File: config.mk
export PLATFORM = sky130hd
export DESIGN_NAME = q_max_scan_ctrl_flat
export DESIGN_NICKNAME = d
export VERILOG_FILES = /design/src/rtl/q_max_scan_ctrl_if.sv /design/src/rtl/q_max_scan_ctrl.sv /design/src/flat_wrapper.sv
export SDC_FILE = /design/constraint.sdc
export NUM_CORES = 1
export LEC_CHECK = 0
export ABC_AREA = 0
export BUFFER_PORTS_ARGS = -buffer_cell sky130_fd_sc_hd__buf_2
export CAP_MARGIN = 20
export CORE_MARGIN = 4
export CORE_UTILIZATION = 55
export DETAILED_ROUTE_END_ITERATION = 8
export HOLD_SLACK_MARGIN = 0.02
export MAX_ROUTING_LAYER = met4
export PLACE_DENSITY = 0.8
export SLEW_MARGIN = 20
export SYNTH_ARGS = -nofsm -noshare
export SYNTH_HDL_FRONTEND = slang
export SYNTH_SLANG_ARGS = --single-unit
File: constraint.sdc
create_clock -name clk -period 4.05 [get_ports clk]
set_input_delay 0.6075 -clock clk [delete_from_list [all_inputs] [get_ports clk]]
set_output_delay 0.6075 -clock clk [all_outputs]
set_load 0.005 [all_outputs]
File: src/rtl/q_max_scan_ctrl_if.sv
// Q-table read port between the max/argmax scan controller (master) and the Q-table RAM (slave).
interface q_max_scan_ctrl_if #(
   parameter int STATE_W = 6,
   parameter int Q_W     = 16
);
   logic               mem_rd_en;
   logic [STATE_W+3:0] mem_addr;
   logic [Q_W-1:0]     mem_rdata;

   modport master (output mem_rd_en, output mem_addr, input mem_rdata);
   modport slave  (input mem_rd_en, input mem_addr, output mem_rdata);
endinterface

File: src/rtl/q_max_scan_ctrl.sv
// Scans the NUM_ACT Q-values of one state with pipelined reads and returns
// the signed maximum over the eligible actions together with its action index.
module q_max_scan_ctrl #(
   parameter int NUM_ACT = 15,
   parameter int STATE_W = 6,
   parameter int Q_W     = 16,
   parameter int RD_LAT  = 1
) (
   input  logic                 clk,
   input  logic                 rst_n,
   input  logic                 start,
   input  logic [STATE_W-1:0]   state_idx,
   input  logic [NUM_ACT-1:0]   action_mask,
   output logic                 busy,
   output logic                 done,
   output logic [Q_W-1:0]       q_max,
   output logic [3:0]           a_max,
   output logic                 none_valid,
   q_max_scan_ctrl_if.master    mem
);

   typedef enum logic [1:0] {IDLE, ISSUE, DRAIN, DONE} state_t;

   localparam logic [3:0]     LAST_K = 4'(NUM_ACT - 1);
   localparam logic [Q_W-1:0] Q_MIN  = {1'b1, {(Q_W-1){1'b0}}};

   state_t             state_q, state_d;
   logic [STATE_W-1:0] st_q;
   logic [15:0]        mask_q;
   logic [3:0]         k_q;
   logic               rd_en_q;
   logic [STATE_W+3:0] addr_q;
   logic               vld_pipe [RD_LAT];
   logic [3:0]         tag_pipe [RD_LAT];
   logic [Q_W-1:0]     run_max_q;
   logic [3:0]         run_idx_q;
   logic               seen_q;

   logic               cmp_vld;
   logic [3:0]         cmp_k;
   logic               take;
   logic               last_cmp;
   logic [Q_W-1:0]     cand_max;
   logic [3:0]         cand_idx;
   logic               cand_seen;

   assign cmp_vld  = vld_pipe[RD_LAT-1];
   assign cmp_k    = tag_pipe[RD_LAT-1];
   assign take     = cmp_vld && mask_q[cmp_k] &&
                     (!seen_q || ($signed(mem.mem_rdata) > $signed(run_max_q)));
   assign last_cmp = cmp_vld && (cmp_k == LAST_K);

   // Running result including the compare happening this cycle, so the final
   // outputs can be registered on the same edge that consumes the last read.
   assign cand_max  = take ? mem.mem_rdata : run_max_q;
   assign cand_idx  = take ? cmp_k : run_idx_q;
   assign cand_seen = seen_q | take;

   always_comb begin
      state_d = state_q;
      case (state_q)
         IDLE:    if (start) state_d = ISSUE;
         ISSUE:   if (k_q == LAST_K) state_d = DRAIN;
         DRAIN:   if (last_cmp) state_d = DONE;
         DONE:    state_d = IDLE;
         default: state_d = IDLE;
      endcase
   end

   always_ff @(posedge clk or negedge rst_n) begin
      if (!rst_n) state_q <= IDLE;
      else        state_q <= state_d;
   end

   always_ff @(posedge clk or negedge rst_n) begin
      if (!rst_n) begin
         st_q       <= '0;
         mask_q     <= '0;
         k_q        <= '0;
         rd_en_q    <= 1'b0;
         addr_q     <= '0;
         run_max_q  <= Q_MIN;
         run_idx_q  <= '0;
         seen_q     <= 1'b0;
         q_max      <= '0;
         a_max      <= '0;
         none_valid <= 1'b0;
         for (int unsigned i = 0; i < RD_LAT; i++) begin
            vld_pipe[i] <= 1'b0;
            tag_pipe[i] <= '0;
         end
      end else begin
         vld_pipe[0] <= rd_en_q;
         tag_pipe[0] <= addr_q[3:0];
         for (int unsigned i = 1; i < RD_LAT; i++) begin
            vld_pipe[i] <= vld_pipe[i-1];
            tag_pipe[i] <= tag_pipe[i-1];
         end

         if (state_q == IDLE && start) begin
            st_q      <= state_idx;
            mask_q    <= 16'(action_mask);
            k_q       <= '0;
            rd_en_q   <= 1'b1;
            addr_q    <= {state_idx, 4'd0};
            run_max_q <= Q_MIN;
            run_idx_q <= '0;
            seen_q    <= 1'b0;
         end else begin
            run_max_q <= cand_max;
            run_idx_q <= cand_idx;
            seen_q    <= cand_seen;
            if (state_q == ISSUE) begin
               if (k_q == LAST_K) begin
                  rd_en_q <= 1'b0;
               end else begin
                  k_q    <= k_q + 4'd1;
                  addr_q <= {st_q, k_q + 4'd1};
               end
            end
         end

         // Unseen leaves run_max at Q_MIN and run_idx at 0, the required empty result.
         if (state_q == DRAIN && last_cmp) begin
            q_max      <= cand_max;
            a_max      <= cand_idx;
            none_valid <= ~cand_seen;
         end
      end
   end

   assign busy          = (state_q != IDLE);
   assign done          = (state_q == DONE);
   assign mem.mem_rd_en = rd_en_q;
   assign mem.mem_addr  = addr_q;

endmodule

File: src/flat_wrapper.sv
// flat-port wrapper written by rule: the top's interface ports become plain ports
module q_max_scan_ctrl_flat 
#(
   parameter int NUM_ACT = 15,
   parameter int STATE_W = 6,
   parameter int Q_W     = 16,
   parameter int RD_LAT  = 1
)
  (clk, rst_n, start, state_idx, action_mask, busy, done, q_max, a_max, none_valid, mem_mem_rd_en, mem_mem_addr, mem_mem_rdata);
  q_max_scan_ctrl_if #(.STATE_W(STATE_W), .Q_W(Q_W)) mem_i ();
  input  logic clk;
  input  logic rst_n;
  input  logic start;
  input  logic [STATE_W-1:0] state_idx;
  input  logic [NUM_ACT-1:0] action_mask;
  output logic busy;
  output logic done;
  output logic [Q_W-1:0] q_max;
  output logic [3:0] a_max;
  output logic none_valid;
  output wire logic [$bits(mem_i.mem_rd_en)-1:0] mem_mem_rd_en;
  output wire logic [$bits(mem_i.mem_addr)-1:0] mem_mem_addr;
  input wire logic [$bits(mem_i.mem_rdata)-1:0] mem_mem_rdata;
  assign mem_mem_rd_en = mem_i.mem_rd_en;
  assign mem_mem_addr = mem_i.mem_addr;
  assign mem_i.mem_rdata = mem_mem_rdata;
  q_max_scan_ctrl #(.NUM_ACT(NUM_ACT), .STATE_W(STATE_W), .Q_W(Q_W), .RD_LAT(RD_LAT)) u_core (.clk(clk), .rst_n(rst_n), .start(start), .state_idx(state_idx), .action_mask(action_mask), .busy(busy), .done(done), .q_max(q_max), .a_max(a_max), .none_valid(none_valid), .mem(mem_i));
endmodule
Yosys cells after proc, flatten, opt, wreduce, memory -nomap -nowiden
Index checks and enable logic that the tools add are counted.
Widths: inputs -> output; s select.
{ "classes": {"bitwise": 2, "n_addsub": 1, "n_eq_ne": 9, "n_reduce_logical": 14, "magnitude_cmp": 2, "n_mux": 20} }
{ "op_table": {"columns": ["cell", "count"], "rows": [
  ["$mux 16", 2],
  ["$mux 10", 3],
  ["$mux 4", 5],
  ["$gt 16x16->1", 1],
  ["$eq 4x4->1 const B", 2],
  ["$pmux 2 s4", 1],
  ["$mux 2", 3],
  ["$reduce_bool 2->1", 3],
  ["$logic_and 1x1->1", 5],
  ["$lt 4x5->1 const B", 1],
  ["$mux 1", 5],
  ["$add 4x1->4 const B", 1],
  ["$bmux 1 s4", 1],
  ["$eq 2x2->1 const B", 2],
  ["$ne 2x1->1 const B", 2],
  ["$ne 2x2->1 const B", 2],
  ["$reduce_and 2->1", 2],
  ["$reduce_and 3->1", 1],
  ["$eq 2x1->1 const B", 1],
  ["$logic_not 2->1", 1],
  ["$logic_not 1->1", 1],
  ["$logic_or 1x1->1", 1],
  ["$not 1->1", 1],
  ["$or 1x1->1", 1]
]} }
{ "totals": {"regBits": 85, "wordCells": 62} }

Logic depth before layout (Yosys ltp)
{ "depth": {"ltp_word": 6, "mapped_depth": 10, "mapped_depth_nobuf": 8} }

Worst setup path before layout
No wires, ideal clock.
{ "synth_path": {"kind": "input-to-reg", "start": "input mem_mem_rdata[13]", "end": "register u_core.q_max[8]", "required_ns": 3.917, "t_arrival_ns": 2.201, "path_slack_ns": 1.716, "path_stages": 9, "path_buffers": 2, "path_cell_list": "ha_1 a21o_1 a2111oi_0 o21a_1 a211oi_2 buf_6 buf_12 mux2i_1 a21oi_1"} }
{ "synth_between": {"elab_chain_len": 4} }
{ "synth_rtl": {"columns": ["item", "line_no", "rtl"], "rows": [
  ["from (decl)", "flat_wrapper.sv:23", "input wire logic [$bits(mem_i.mem_rdata)-1:0] mem_mem_rdata;"],
  ["$gt 16x16->1", "q_max_scan_ctrl.sv:50", "(!seen_q || ($signed(mem.mem_rdata) > $signed(run_max_q)));"],
  ["$logic_or 1x1->1", "q_max_scan_ctrl.sv:50", null],
  ["$logic_and 1x1->1", "q_max_scan_ctrl.sv:49", "assign take = cmp_vld && mask_q[cmp_k] &&"],
  ["$mux 16", "q_max_scan_ctrl.sv:55", "assign cand_max = take ? mem.mem_rdata : run_max_q;"],
  ["to (signal assigned)", "q_max_scan_ctrl.sv:125", "q_max <= cand_max;"],
  ["to (decl)", "q_max_scan_ctrl.sv:16", "output logic [Q_W-1:0] q_max,"]
]} }
No other way between the ends.
A chain may end at the register's enable or synchronous reset.

Final worst setup path
{ "layout_path": {"start": "register u_core.run_max_q[15]", "end": "register u_core.q_max[13]"} }
{ "layout_between": {"elab_chain_len": 4} }
{ "layout_rtl": {"columns": ["item", "line_no", "rtl"], "rows": [
  ["from (decl)", "q_max_scan_ctrl.sv:35", "logic [Q_W-1:0] run_max_q;"],
  ["from (signal assigned)", "q_max_scan_ctrl.sv:110", "run_max_q <= cand_max;"],
  ["$gt 16x16->1", "q_max_scan_ctrl.sv:50", null],
  ["$logic_or 1x1->1", "q_max_scan_ctrl.sv:50", null],
  ["$logic_and 1x1->1", "q_max_scan_ctrl.sv:49", null],
  ["$mux 16", "q_max_scan_ctrl.sv:55", null]
]} }
No other way between the ends.

==> reports/metrics.cfg <==
[final_layout]
stdcell_area_um2=4370
drive_gt1_share_pct=23.2
nets=506
syn2layout_area_growth_pct=16.6
utilization_pct=67.3
mostFrequentLayoutCells=80 x nand2_1, 80 x dfrtp_1, 72 x buf_2, 47 x nor2_1
antenna_cells=0
finalNonFillerCells=525

[logic_synthesis]
ys_types=38
ys_ff_latch=81
syn_nets=435
yosysTopAreaCell=dfrtp_1
seq_area_frac_synth_pct=54.2
avgSynthCellArea_um2=10.1
synth_top_area_share_pct=53.5
synth_area_leaders=dfrtp_1 53%, nand2_1 8.1%, ha_1 7.7%
syn_inst=372
syn-cell-area_um2=3740
ys_warn_count=0

[power]
sequentialPowerShare_pct=40.4
p_int_mw=1.96
powerDensity_nw_per_um2=704
irDropWorstVdd_uv=399
p_clk_share_pct=20.9
switching_share_pct=36.1
p_switching_mw=1.11
pwr-share-comb_pct=38.7
power_mw=3.07
p_leak_nw=2.17

[floorplanning]
rows=29
start_util_pct=57.7
die_h_um=90.5
core_area_um2=6490
ioPinCount=74
chipWidth_um=90.5
die-area_um2=8190

[clock_network]
cts_hold_buf=0
numCtsBuffers=9
cts_resized=0
cts_htree_levels=3
clk_pin_slew_ns=0.08
clock-root-buffer=clkbuf_8
postCtsSetupBuffers=0
clockBufferDepth=2
clock_sinks=81
clk-insertion-delay-late_ns=0.35
cts_tree=done

[setup_path]
slowest_delay_ns=0.54
cp.arrival_ns=2.98
worstSetupPathType=reg2reg
cpMaxStageDelayCell=dfstp_2
crit_path_end_kind=flop
cp_max_fo=22
crit_buf_inv=2
crit_family=compound AO/OA/AOI/OAI gates
crit_required_ns=4.24
path_cells=inv_1 > ha_1 > nand4_1 > nor2_1 > o21ai_0 > a211oi_4 > buf_4 > mux2i_1 > a21oi_1
startpoint_type=flop

[timing]
min_period_ns=2.79
setup_ws_ns=1.26
whs_ns=0.407
fin_skew_ns=0.00620
setup_violations=0
finalMaxSlewViolations=0
worstMarginPinSlew_ns=1.05
timing.final.crit_share_pct=68.8
max_slew_margin_pct=29.7
fmax_ghz=0.359
final_hold_viol_count=0
fin_tns_setup_ns=0
rsz0062_at_grt=false

[detailed_routing]
drc=0
drtIter0Drc=79
vias=2743
firstDrtPassIters=4
ant_nets=0
viasPerCell=5.22
wl_per_cell_um=14.3
drt_wl_total_um=7480

[place]
dp_hpwl_um=5300
io_buffers=73
dpl_cell_area_um2=4150
dp_slack_ns=0.936
gp_congestion=0.830
dpl.cell_count=509

[hold_path]
min_path_type=in2async

[global_route]
grt_overflow=0
grt_pass1_vias=2815
antenna_found_initial=0
grt_pass1_wl_um=12900
grt.total_usage_pct=20.1
grt_max_degree=82

[run]
maxCapViolCount=0

[run_status]
status=completed

==> power by group through the flow <==
stage	clock [mW]	sequential [mW]	combinational, mW
after floorplan	0	1.21	0.964
after global placement	0	1.24	1.14
after detailed placement	0	1.26	1.19
after CTS	0.658	1.24	1.21
after global routing	0.686	1.28	1.36
final	0.642	1.24	1.19
==> registers in the layout (all words and copies together) (netlist names), 2 cells and up <==
name / flops
u_core.run_max_q: 16
u_core.state_q: 2
u_core.q_max: 16
u_core.st_q: 6
u_core.cmp_k: 4
u_core.mask_q: 15
u_core.run_idx_q: 4
u_core.a_max: 4
u_core.mem.mem_addr: 10
==> worst paths after layout <==
| path | end | slack (ns) | start | cells after the start |
|---|---|---|---|---|
| min reg2reg | u_core.cmp_vld | 0.41 | u_core.mem.mem_rd_en | 0 |
| min in group clk | u_core.cmp_vld | 0.41 | u_core.mem.mem_rd_en | 0 |
| max in group asynchronous | u_core.mem.mem_addr[9] | 3.00 | rst_n | 1 |
| max | u_core.q_max[13] | 1.26 | u_core.run_max_q[15] | 9 |
| min | u_core.run_max_q[10] | 0.41 | rst_n | 1 |
| max reg2reg | u_core.q_max[13] | 1.26 | u_core.run_max_q[15] | 9 |
==> cell families after synthesis <==
| logic type | share of synthesized area, % |
|---|---|
| XOR/XNOR | 0.702 |
| adder cells (fa/ha/maj) | 7.68 |
| buffers and inverters | 5.08 |
| AND/OR/NAND/NOR | 16.0 |
| multiplexers | 8.92 |
| flip-flops | 54.2 |
| AO/OA/AOI/OAI | 7.42 |
==> synthesized netlist by cell type (all sizes together) <==
master and n:
dfrtp 80, xnor2 1, a21o 1, nor2b 2, buf 5, a21oi 25, o2bb2ai 1, nand2 81
nand2b 2, o221ai 1, mux2i 18, xor2 2, a2111oi 1, o211a 1, nand3b 1, mux4 2
nor3 1, o21ai 8, mux2 9, o22ai 1, o21a 2, a32o 1, ha 23, nand4 4
o211ai 1, nand3 7, clkbuf 11, o32a 1, inv 25, nor2 48, dfstp 1, a211oi 2
and2 3
==> routing by layer <==
metal	vias up	track usage [%]	part of all wire [%]
met5	-	-	0
met4	0	9.57	2.3
met3	16	3.25	4.2
met2	70	31.8	49
met1	1295	25.4	44
li1	1362	-	-
==> area by class of cell <==
type                    count  area [um^2]
multi-input cells         250         1540
clock inverters             5         78.8
inverters                  25         93.8
clock buffers              11          141
fillers                   534         2130
flip-flops and latches     81         2030
repair buffers             76          390
well taps                  77         96.3
(Power assumes the default switching activity.)
